**config.mk**
```make
export PLATFORM = sky130hd
export DESIGN_NAME = ldo_tau_trim_sar
export DESIGN_NICKNAME = d
export VERILOG_FILES = /design/src/rtl/ldo_tau_trim_sar.sv
export SDC_FILE = /design/constraint.sdc
export NUM_CORES = 1
export LEC_CHECK = 0
export BUFFER_PORTS_ARGS = -buffer_cell sky130_fd_sc_hd__buf_2
export CELL_PAD_IN_SITES_DETAIL_PLACEMENT = 2
export CELL_PAD_IN_SITES_GLOBAL_PLACEMENT = 2
export CORE_MARGIN = 10
export CORE_UTILIZATION = 29
export DETAILED_ROUTE_END_ITERATION = 10
export PLACE_DENSITY_LB_ADDON = 0.08
export SETUP_SLACK_MARGIN = 0.05
export SYNTH_ARGS = -nofsm -noshare
export SYNTH_HDL_FRONTEND = slang
export SYNTH_SLANG_ARGS = --single-unit
```
**constraint.sdc**
```tcl
create_clock -name clk -period 1.71 [get_ports clk]
set_input_delay 0.0855 -clock clk [delete_from_list [all_inputs] [get_ports clk]]
set_output_delay 0.0855 -clock clk [all_outputs]
set_load 0.05 [all_outputs]
```
**src/rtl/ldo_tau_trim_sar.sv**
```systemverilog
// rtl/ldo_tau_trim_sar.sv - SAR trim search over VREG against a settled regulator-model sample
module ldo_tau_trim_sar #(
    parameter int CODE_W        = 9,
    parameter int MEAS_W        = 7,
    parameter int SETTLE_CYCLES = 64,
    parameter int VREF_CODE     = 256,
    parameter int VREG_INIT     = 0
) (
    input  logic              clk,
    input  logic              reset,
    input  logic              start,
    input  logic [MEAS_W-1:0] target,
    input  logic [MEAS_W-1:0] meas,
    output logic [CODE_W-1:0] vref,
    output logic [CODE_W-1:0] vreg,
    output logic              model_rst,
    output logic              busy,
    output logic              done,
    output logic              valid
);

    localparam int CNT_W = $clog2(SETTLE_CYCLES + 1);
    localparam int IDX_W = (CODE_W > 1) ? $clog2(CODE_W) : 1;
    localparam logic [CNT_W-1:0] CNT_LAST = CNT_W'(SETTLE_CYCLES - 1);
    localparam logic [IDX_W-1:0] IDX_TOP  = IDX_W'(CODE_W - 1);

    typedef enum logic [2:0] {
        S_IDLE,
        S_APPLY,
        S_WAIT,
        S_DECIDE,
        S_DONE
    } state_t;

    state_t            state;
    logic [CNT_W-1:0]  cnt;
    logic [IDX_W-1:0]  bit_idx;
    logic [IDX_W-1:0]  bit_idx_dec;
    logic [MEAS_W-1:0] target_q;
    logic [CODE_W-1:0] cur_mask;
    logic [CODE_W-1:0] next_mask;
    logic              keep_bit;

    // VREF is a fixed reference for the whole calibration
    assign vref = CODE_W'(VREF_CODE);

    // One-hot masks for the bit under trial and the next lower bit to try
    always_comb begin
        cur_mask    = '0;
        next_mask   = '0;
        bit_idx_dec = bit_idx - 1'b1;
        cur_mask[bit_idx] = 1'b1;
        if (bit_idx != '0) begin
            next_mask[bit_idx_dec] = 1'b1;
        end
        // Equal counts as "not above target", so the bit is dropped
        keep_bit = (meas > target_q);
    end

    // Search sequencer: restart the model, let it settle, judge one bit, repeat MSB to LSB
    always_ff @(posedge clk) begin
        if (reset) begin
            state     <= S_IDLE;
            cnt       <= '0;
            bit_idx   <= '0;
            target_q  <= '0;
            vreg      <= CODE_W'(VREG_INIT);
            model_rst <= 1'b0;
            busy      <= 1'b0;
            done      <= 1'b0;
            valid     <= 1'b0;
        end else begin
            case (state)
                S_IDLE: begin
                    done <= 1'b0;
                    if (start) begin
                        target_q  <= target;
                        bit_idx   <= IDX_TOP;
                        vreg      <= '0;
                        vreg[CODE_W-1] <= 1'b1;
                        valid     <= 1'b0;
                        busy      <= 1'b1;
                        model_rst <= 1'b1;
                        state     <= S_APPLY;
                    end
                end
                S_APPLY: begin
                    model_rst <= 1'b0;
                    cnt       <= '0;
                    state     <= S_WAIT;
                end
                S_WAIT: begin
                    if (cnt == CNT_LAST) begin
                        state <= S_DECIDE;
                    end else begin
                        cnt <= cnt + 1'b1;
                    end
                end
                S_DECIDE: begin
                    // Clear the trial bit if the sample failed, then arm the next trial bit
                    if (bit_idx == '0) begin
                        vreg  <= keep_bit ? vreg : (vreg & ~cur_mask);
                        done  <= 1'b1;
                        state <= S_DONE;
                    end else begin
                        vreg      <= (keep_bit ? vreg : (vreg & ~cur_mask)) | next_mask;
                        bit_idx   <= bit_idx_dec;
                        model_rst <= 1'b1;
                        state     <= S_APPLY;
                    end
                end
                S_DONE: begin
                    done  <= 1'b0;
                    valid <= 1'b1;
                    busy  <= 1'b0;
                    state <= S_IDLE;
                end
                default: begin
                    state <= S_IDLE;
                end
            endcase
        end
    end

endmodule
```
Yosys cells after proc, flatten, opt, wreduce, memory -nomap -nowiden
Cells that the tools add are included.
{ "op_classes": {"eq_ne": 10, "n_bitwise": 3, "magnitude_cmp": 5, "n_addsub": 2, "muxes": 26, "reduce_logical": 19} }
{ "op_table": {"columns": ["op", "count"], "rows": [
  ["2-to-1 mux 9 bit", 4],
  ["case mux 9 bit (2 select lines)", 1],
  ["case mux 7 bit (2 select lines)", 1],
  ["case mux 3 bit (4 select lines)", 1],
  ["AND reduction 2 bit", 6],
  ["< comparator 4 x 5 -> 1 bit, second input constant", 2],
  ["!= test 2 bit, second input constant", 5],
  ["AND 9 bit", 1],
  ["2-to-1 mux 3 bit", 3],
  ["NOT 9 bit", 1],
  ["bitwise OR 9 bit", 1],
  ["demux 1 bit (select 4 bit)", 2],
  ["greater-or-equal comparator 4 x 1 -> 1 bit, second input constant", 2],
  ["2-to-1 mux 4 bit", 2],
  ["case mux 4 bit (2 select lines)", 1],
  ["nonzero test 2 bit", 4],
  ["adder 7 x 1 -> 7 bit, second input constant", 1],
  ["equality test 7 x 6 -> 1 bit, second input constant", 1],
  ["greater-than comparator 7 bit", 1],
  ["2-to-1 mux 7 bit", 1],
  ["equality test 3 x 2 -> 1 bit, second input constant", 2],
  ["2-to-1 mux 1 bit", 6],
  ["case mux 1 bit (2 select lines)", 3],
  ["AND reduction 3 bit", 2],
  ["10 further kinds", 11]
]} }
{ "totals": {"elab_cells": 74, "output_inout_bits": 22, "input_bits": 17, "reg_bits": 34} }

Depth between registers and ports, before layout
{ "depth": {"ltp_word": 10, "ltp_mapped": 7, "mapped_depth_nobuf": 7} }

Worst setup path before layout
OpenSTA, ideal clock, no wires.
{ "synth_timing": {"path_kind": "register to register", "from": "register target_q[2]", "to": "register vreg[3]", "path_stages_with_launch": 8, "synth_period_minus_slack_ns": 1.702, "slack_ns": 0.008, "arrival_ns": 1.586, "path_buffers": 0, "setup_ns": 0.116, "required_time_ns": 1.594, "path_cell_list": "dfxtp_1 inv_1 ha_1 a21oi_1 a21oi_1 o21bai_1 a41oi_1 a31o_1"} }
{ "synth_via": {"elab_chain_cells": 5} }
{ "synth_lines": {"columns": ["element", "line", "rtl"], "rows": [
  ["from (decl)", "39", "logic [MEAS_W-1:0] target_q;"],
  ["from (signal assigned)", "77", "target_q <= target;"],
  ["greater-than comparator 7 bit *", "57", "keep_bit = (meas > target_q);"],
  ["2-to-1 mux 9 bit *", "106", "vreg <= (keep_bit ? vreg : (vreg & ~cur_mask)) | next_mask;"],
  ["bitwise OR 9 bit", "106", null],
  ["2-to-1 mux 9 bit *", "101", "if (bit_idx == '0) begin"],
  ["case mux 9 bit (2 select lines) *", "73", "case (state)"],
  ["to (signal assigned)", "67", "vreg <= CODE_W'(VREG_INIT);"],
  ["to (signal assigned)", "102", "vreg <= keep_bit ? vreg : (vreg & ~cur_mask);"],
  ["to (signal assigned)", "106", null],
  ["to (decl)", "15", "output logic [CODE_W-1:0] vreg,"]
]} }
Every way passes the cells marked *; elsewhere a longest branch is shown, timed or not.
A chain may end at the register's enable or synchronous reset.

Worst setup path in the final report
{ "layout_timing": {"from": "register target_q[6]", "to": "register vreg[2]"} }
The elaborated chain is that of the path after synthesis.

==> impl_metrics.py <==
metrics = {
    "global_routing": {
        "grt_pass1_vias": 1982,
        "overflow": 0,
        "grt_max_degree": 18,
        "grt_usage_pct": 12.2,
        "grt_pass1_wl_um": 10200,
        "antenna_found_initial": 0,
    },
    "setup_path": {
        "cp_max_fo": 4,
        "rrSetupSlack_ns": 0.005,
        "cp-start-kind": "flop",
        "arrival_ns": 1.89,
        "crit_path_end_kind": "flop",
        "crit_type": "flop to flop",
        "cp_data_required_time_ns": 1.89,
    },
    "power": {
        "p_leak_uw": 0.00104,
        "power_density_nw_per_um2": 741,
        "ir_drop_uv": 247,
    },
    "synth": {
        "synth_warnings": 0,
        "avgSynthCellArea_um2": 8.61,
        "synth_top_area_cell": "dfxtp_1",
        "ys_ff_latch": 34,
        "synth_area_leaders": "dfxtp_1, ha_1, a21oi_1, nand2_1, nor2_1",
        "ys.flop_type": "dfxtp_1",
        "synth_top_area_share_pct": 33.9,
        "synthArstFlopShare_pct": 0,
        "netlist_area_um2": 2010,
        "ys_seq_area_share_pct": 33.9,
        "yosys.cell_types.count": 50,
        "netlist_instances": 233,
        "synth_edf_count": 0,
    },
    "cts": {
        "cts_max_path_buffers": 2,
        "cts_buffers": 5,
        "clock-sinks": 34,
        "clkLatencyLatePin_ns": 0.29,
        "cts_tree": "yes",
        "path_clk_slew_ns": 0.07,
        "cts_root_buffer": "clkbuf_8",
        "htreeDepth": 2,
    },
    "drt": {
        "dr.first_iter.drc_count": 38,
        "dr_wl_met3_um": 209,
        "vias_per_cell": 5.04,
        "drtAntennaViolNets": 0,
        "routed.top_layer": "met4",
        "wl_met1_um": 2790,
        "dr_wl_met2_um": 3220,
        "drc_errors": 0,
        "wl_per_cell_um": 17.1,
        "detailroute.via_count": 1851,
        "wl_um": 6290,
        "first_pass_iters": 4,
    },
    "sta": {
        "fin_crit_ns": 1.71,
        "report.final.setup_viol": 0,
        "hold_viol": 0,
        "finClkSkew_ns": 0.00597,
        "finalSetupTns_ns": 0,
        "setup_slack_ns": 0.00483,
        "finalMaxSlewViolations": 0,
        "max_freq_mhz": 586,
        "period_share_pct": 99.7,
        "grt_setup_unrepaired": "yes",
    },
    "layout": {
        "postLayoutCoreUtil_pct": 38.9,
        "drive_gt1_share_pct": 38.3,
        "final_cell_mix": "buf_2, buf_4, nand2_1, dfxtp_1, nor2_1",
        "area_growth_pct": 31.0,
        "fillCellCount": 750,
        "nNetsFinal": 318,
        "antennaDiodeCount": 0,
        "multi_input_area_um2": 1340,
        "seqCellArea_um2": 693,
    },
    "floorplan": {
        "ios": 39,
        "initial_utilization_pct": 29.7,
        "dieArea_um2": 10600,
        "rows": 30,
        "dieWidth_um": 103,
        "coreArea_um2": 6760,
        "die_h_um": 103,
    },
    "outcome": {
        "status": "finished clean",
    },
    "min_path": {
        "holdCritPathClass": "input pin to flop",
    },
    "placement": {
        "hpwl_um": 4700,
        "gp_congestion": 0.720,
        "io_buffer_count": 29,
        "place_ws_ns": -0.140,
    },
    "run": {
        "cap_viol_max_count": 0,
    },
}
## worst paths after layout
check        cells after the start         from     endpoint
max                              8  target_q[6]      vreg[2]
min                              3    target[6]  target_q[6]
max reg2reg                      8  target_q[6]      vreg[2]
min reg2reg                      2  target_q[6]  target_q[6]
## timing repair
item                                   CTS  global route
cloned                                   1             0
gates resized for setup                 26            11
pin swaps                               10            15
hold buffers                             0             0
setup buffers                            1             4
endpoints found under the hold margin    0             0
setup endpoints to repair               10            14
## area by class of cell
cell class              instances  share of cell area, %
repair buffers                 58                   13.8
inverters                      14                   2.00
clock buffers                   7                   2.90
well taps                      80                   3.81
flip-flops and latches         34                   26.4
multi-input cells             174                   51.1
## synthesized netlist by cell type, drive strengths merged (3+ instances only)
master	instances
inv	14
ha	14
a41oi	4
nor3	4
o31ai	3
nand3	7
xnor2	6
buf	15
nand2b	4
a211oi	4
nand3b	3
a31o	5
nor2	22
clkbuf	4
dfxtp	34
nand2	26
nor2b	5
o21ai	7
a21oi	23
nand4	3
## critical path: stages (launching register included)
cell and delay (ns):
dfxtp_2 0.33, inv_2 0.04, ha_4 0.26, nand4_1 0.21
nor2_2 0.21, buf_4 0.14, o21bai_4 0.15, o21ai_2 0.07
a32o_1 0.20
## routing by layer
metal / vias to the layer above / track usage, %
met5: - / 0
met4: 0 / 3.10
met3: 6 / 3.12
met2: 29 / 21.3
met1: 909 / 14.6
li1: 907 / -
## sequential cells by signal (all words and copies together), names as in the netlist
name	cells
done	1
cnt	7
vreg	9
target_q	7
bit_idx	4
busy	1
valid	1
state	3
model_rst	1
## where the power goes
| group | leakage (uW) | total [uW] | switching [uW] | internal [uW] |
|---|---|---|---|---|
| clock network | 0.0000383 | 575 | 295 | 281 |
| registers | 0.000280 | 855 | 28.5 | 826 |
| logic | 0.000721 | 517 | 322 | 195 |
| total | 0.00104 | 1950 | 645 | 1300 |
## kinds of logic after synthesis
group / Yosys count / synth area share (%)
xor+xnor: 7 / 3.05
buf+inv: 33 / 8.67
fa+ha+maj: 14 / 8.73
compound gates: 61 / 23.4
other cells: 2 / 0.374
simple gates: 80 / 20.9
flops: 34 / 33.9
mux: 2 / 0.998
## through the flow
step	cells	power, uW	hold slack, ns	cell area (um^2)
4_1_cts	363	1960	0.0248	2560
3_5_place_dp	354	1320	0.342	2340
6_report	367	1950	0.0336	2630
3_3_place_gp	354	1310	0.337	2340
2_1_floorplan	240	1190	0.221	2040
5_1_grt	367	2070	0.0278	2630
No activity file was read; power rests on OpenSTA's default activity.
